## config.mk

```make
export PLATFORM = sky130hd
export DESIGN_NAME = m_fetch_queue
export DESIGN_NICKNAME = d
export VERILOG_FILES = /design/src/rtl/m_fetch_queue.sv
export SDC_FILE = /design/constraint.sdc
export NUM_CORES = 1
export LEC_CHECK = 0
export ABC_AREA = 1
export CORE_MARGIN = 2
export CORE_UTILIZATION = 45
export CTS_CLUSTER_SIZE = 25
export DETAILED_ROUTE_END_ITERATION = 10
export GPL_TIMING_DRIVEN = 0
export PLACE_DENSITY = 0.69
export SYNTH_ARGS = -nofsm -noshare
export SYNTH_HDL_FRONTEND = slang
export SYNTH_SLANG_ARGS = --single-unit
```

## constraint.sdc

```tcl
create_clock -name w_clk -period 4.4 [get_ports w_clk]
set_input_delay 0.88 -clock w_clk [delete_from_list [all_inputs] [get_ports w_clk]]
set_output_delay 0.88 -clock w_clk [all_outputs]
set_load 0.01 [all_outputs]
```

## src/rtl/m_fetch_queue.sv

```systemverilog
// Instruction fetch stage: owns the fetch PC, reads instruction memory over req/ack
// and queues {pc, inst} pairs for decode. Optional macro FETCH_PERF_EN adds a bubble counter.
module m_fetch_queue #(
  parameter int          DEPTH    = 4,
  parameter logic [31:0] RESET_PC = 32'h0
) (
  input  logic                     w_clk,
  input  logic                     w_rst,
  output logic                     w_imem_req,
  output logic [31:0]              w_imem_adr,
  input  logic                     w_imem_ack,
  input  logic [31:0]              w_imem_rdata,
  output logic                     w_valid,
  input  logic                     w_ready,
  output logic [31:0]              w_inst,
  output logic [31:0]              w_inst_pc,
  input  logic                     w_redir,
  input  logic [31:0]              w_redir_pc,
  output logic [$clog2(DEPTH):0]   w_count
`ifdef FETCH_PERF_EN
  ,
  output logic [31:0]              w_bubble_cnt
`endif
);

  localparam int AW = $clog2(DEPTH);
  localparam int CW = AW + 1;
  localparam logic [CW-1:0] FULL = CW'(DEPTH);

  localparam logic [1:0] S_IDLE = 2'd0;
  localparam logic [1:0] S_REQ  = 2'd1;
  localparam logic [1:0] S_DROP = 2'd2;

  logic [1:0]    state_q, state_d;
  logic [31:0]   fpc_q, fpc_d;
  logic [31:0]   stale_q, stale_d;
  logic [CW-1:0] count_q, count_d;
  logic [AW-1:0] wr_ptr_q, wr_ptr_d;
  logic [AW-1:0] rd_ptr_q, rd_ptr_d;
  logic [31:0]   mem_pc   [DEPTH];
  logic [31:0]   mem_inst [DEPTH];

  logic ack, push, pop;

  assign w_imem_req = (state_q != S_IDLE);
  // A dropped request keeps presenting its original address until the memory acks it.
  assign w_imem_adr = (state_q == S_DROP) ? stale_q : fpc_q;
  assign w_valid    = (count_q != '0);
  assign w_count    = count_q;
  assign w_inst     = w_valid ? mem_inst[rd_ptr_q] : 32'h0;
  assign w_inst_pc  = w_valid ? mem_pc[rd_ptr_q]   : 32'h0;

  assign ack  = w_imem_req & w_imem_ack;
  assign push = (state_q == S_REQ) & ack & ~w_redir;
  assign pop  = w_valid & w_ready & ~w_redir;

  always_comb begin
    // NOTE: every signal assigned here gets a default first, so no path can infer a latch.
    state_d  = state_q;
    fpc_d    = fpc_q;
    stale_d  = stale_q;
    count_d  = count_q;
    wr_ptr_d = wr_ptr_q;
    rd_ptr_d = rd_ptr_q;

    if (push) begin
      wr_ptr_d = wr_ptr_q + AW'(1);
      fpc_d    = fpc_q + 32'd4;
    end
    if (pop) rd_ptr_d = rd_ptr_q + AW'(1);
    if (push && !pop) count_d = count_q + CW'(1);
    if (pop && !push) count_d = count_q - CW'(1);

    if (w_redir) begin
      count_d  = '0;
      wr_ptr_d = '0;
      rd_ptr_d = '0;
      fpc_d    = w_redir_pc & ~32'd3;
      case (state_q)
        S_IDLE: state_d = S_REQ;
        S_REQ: begin
          if (ack) state_d = S_REQ;
          else begin
            state_d = S_DROP;
            stale_d = fpc_q;
          end
        end
        S_DROP:  state_d = ack ? S_REQ : S_DROP;
        default: state_d = S_IDLE;
      endcase
    end else begin
      case (state_q)
        S_IDLE:  state_d = (count_d < FULL) ? S_REQ : S_IDLE;
        S_REQ:   state_d = (ack && count_d == FULL) ? S_IDLE : S_REQ;
        S_DROP:  state_d = ack ? S_REQ : S_DROP;
        default: state_d = S_IDLE;
      endcase
    end
  end

  always_ff @(posedge w_clk or posedge w_rst) begin
    if (w_rst) begin
      state_q  <= S_IDLE;
      fpc_q    <= RESET_PC;
      stale_q  <= 32'h0;
      count_q  <= '0;
      wr_ptr_q <= '0;
      rd_ptr_q <= '0;
    end else begin
      state_q  <= state_d;
      fpc_q    <= fpc_d;
      stale_q  <= stale_d;
      count_q  <= count_d;
      wr_ptr_q <= wr_ptr_d;
      rd_ptr_q <= rd_ptr_d;
    end
  end

  // NOTE: queue storage has no reset; count and pointers decide which entries are meaningful.
  always_ff @(posedge w_clk) begin
    if (push) begin
      mem_pc[wr_ptr_q]   <= fpc_q;
      mem_inst[wr_ptr_q] <= w_imem_rdata;
    end
  end

`ifdef FETCH_PERF_EN
  logic [31:0] bubble_q, bubble_d;

  assign w_bubble_cnt = bubble_q;

  always_comb begin
    bubble_d = bubble_q;
    if (w_ready && !w_valid) bubble_d = bubble_q + 32'd1;
  end

  always_ff @(posedge w_clk or posedge w_rst) begin
    if (w_rst) bubble_q <= 32'h0;
    else       bubble_q <= bubble_d;
  end
`endif

endmodule
```

==> metrics.yaml <==
fin_worst_skew_ps: 10.9
placementRows: 63
finalSetupViolCount: 0
synth-main-ff-cell: "edfxtp_1"
synthCells: 1299
layout_commonest_cell: "nor2_1"
cts_sinks: 317
cpPeakStageDelay_ps: 610
endpoint: "w_inst_pc[12]"
synth_seq_area_share_pct: 66.8
cts_hold_buf: 0
syn_area_mm2: 0.0137
switching_power_mw: 3.36
final_hold_viol_count: 0
start_kind: "flip-flop"
die_area_mm2: 0.0319
vdd_drop_max_v: 0.000318
maxSlewHeadroom_pct: 48.3
fmax_mhz: 254
grt_pass1_vias: 10100
combPwrFrac_pct: 32.8
finalMaxSlewViolations: 0
cp.depth: 7
grt_pass1_wl_mm: 55.6
r2r_slack_ps: 1360
cts_max_path_buffers: 3
drt_iter0_markers: 777
synthArstFlopShare_pct: 21.8
r2r_cells: 10
tns_ps: 0
dpl.hpwl_mm: 24.5
placed_area_mm2: 0.0161
cellLeakagePower_nw: 6.24
track_usage_pct: 22.9
cts_tree: "done"
die_w_um: 179
crit_chain: "buf_2, inv_2, buf_2, clkbuf_1, o21ai_0, a21oi_1, clkdlybuf4s50_1"
swShare_pct: 34.3
final_antenna_net_count: 0
clk_pin_slew_ps: 60
ios: 170
htreeDepth: 2
fin_util_pct: 57.4
rsz0062_at_grt: "false"
viasPerCell: 5.40
dieHeight_um: 179
layout.cells.most_common_list: "nor2_1, edfxtp_1, o21ai_0"
max_cap_violations: 0
reg2reg_to: "mem_inst[1][7]"
power_frac_seq_pct: 40.4
cts_resized: 0
area_growth_syn_to_layout_pct: 24.8
dp_cells: 1864
hold_depth: 2
fillCellCount: 2542
power_mw: 9.79
port_buffers: 162
final_cells: 1925
antennaDiodeCount: 0
grt_overflow: 0
slowest_stage: "clkdlybuf4s50_1"
endpoint_kind: "output port"
antenna_found_initial: 0
grt_start_max_net_pins: 54
synth_seq_cells: 317
cpLargestDelayFamily: "buffers and inverters"
routabilityCongestion: 0.881
cts-root-buf: "clkbuf_16"
multi_input_area_mm2: 0.00405
vias: 10393
worstPathArrival_ps: 3060
crit_fanout: 10
power_density_mw_per_mm2: 571
post_cts_buffers: 0
first_pass_iters: 5
critPathKind: "flip-flop to output port"
cp_common_cell: "buf_2"
clkLatencyLatePin_ps: 510
rr_startpoint: "state_q[0]"
hold_class: "flip-flop to flip-flop"
drive_gt1_share_pct: 7.62
outcome: "finished, final reports clean"
startpoint: "rd_ptr_q[0]"
p_clk_share_pct: 26.8
register_area_mm2: 0.00917
avgSynthCellArea_um2: 10.6
start_util_pct: 46.0
critPathBufInv: 5
final_nets: 1591
yosysWarnings: 0
wire_per_inst_um: 18.9
core_area_mm2: 0.0299
tightest_slew_ps: 774
finalWirelength_mm: 36.5
min_period_ps: 3940
worst-endpoint-required_ps: 3520
synth_cell_types: 41
p_int_mw: 6.43
fin_crit_sh_pct: 89.6
design_area_mm2: 0.0171
cts_inserted_buffers: 34
drc: 0
synth_edf_count: 248
[Yosys cell counts, drive strengths merged, types with 2 or more instances]
library cell	instances	area, um^2
nand4	3	18.8
a32oi	3	26.3
buf	20	106
ha	12	150
o311ai	2	17.5
dfrtp	69	1730
clkbuf	54	203
xor2	9	78.8
o211ai	10	75.1
o22ai	7	43.8
o21ai	212	1060
edfxtp	248	7450
inv	65	244
nor2	299	1170
nand3	36	198
nor3	17	139
nor4	4	31.3
nand2	151	597
a21oi	71	355
[stage by stage]
stage	setup WS [ps]	hold WS [ps]
after floorplan	-125	453
after global placement	-3060	466
after detailed placement	695	475
after CTS	467	488
after global routing	349	515
final	457	487
[worst reg2reg max path, cell delays in order, from the launching register on]
cell,delay [ps]
dfrtp_1,380
inv_1,80
ha_1,220
inv_2,110
nand3_4,190
nor2_2,180
buf_2,300
inv_1,290
nor2_4,570
buf_16,250
buf_16,180
[power groups by stage]
stage	Clock [mW]	Sequential, mW	Combinational, mW
after floorplan	0	3.90	1.65
after global placement	0	4.00	3.12
after detailed placement	0	4.01	3.20
after CTS	2.67	3.95	3.23
after global routing	2.79	4.00	3.52
final	2.63	3.96	3.21
[registers in the layout (all words and copies together) (netlist names)]
signal,count
stale_q,30
mem_inst,128
state_q,2
fpc_q,30
rd_ptr_q,2
w_count,3
mem_pc,120
wr_ptr_q,2
[layout make-up]
| class | instances | share of cell area, % |
|---|---|---|
| Clock buffer | 45 | 5.20 |
| Timing Repair Buffer | 172 | 10.9 |
| Buffer | 74 | 1.80 |
| Sequential cell | 317 | 53.5 |
| Clock inverter | 16 | 0.715 |
| Tap cell | 390 | 2.85 |
| Multi-Input combinational cell | 845 | 23.6 |
| Inverter | 66 | 1.46 |
[kinds of logic (layout without fill, tap and decap cells)]
| kind of cell | count (synthesis) | count (layout) | share of synthesized area, % |
|---|---|---|---|
| AO/OA/AOI/OAI | 307 | 307 | 11.6 |
| XOR/XNOR | 10 | 10 | 0.638 |
| adder cells (fa/ha/maj) | 12 | 12 | 1.09 |
| buffers and inverters | 140 | 373 | 4.05 |
| flip-flops | 317 | 317 | 66.8 |
| other | 1 | 4 | 0.0273 |
| AND/OR/NAND/NOR | 512 | 512 | 15.8 |
[worst min-delay path by stage]
stage / end / startpoint
2_1_floorplan: stale_q[10] / stale_q[10]
3_3_place_gp: stale_q[15] / stale_q[15]
3_5_place_dp: stale_q[31] / stale_q[31]
4_1_cts: stale_q[12] / stale_q[12]
5_1_grt: stale_q[31] / stale_q[31]
6_report: stale_q[30] / stale_q[30]
[metal layers]
metal | GRT usage [%] | vias up | wire (um)
met5 | 0 | - | 0
met4 | 6.98 | 0 | 949
met3 | 3.39 | 69 | 2470
met2 | 37.4 | 410 | 17200
met1 | 31.8 | 5011 | 15800
li1 | - | 4903 | -
Note: power is estimated with default switching activity, not from simulation.
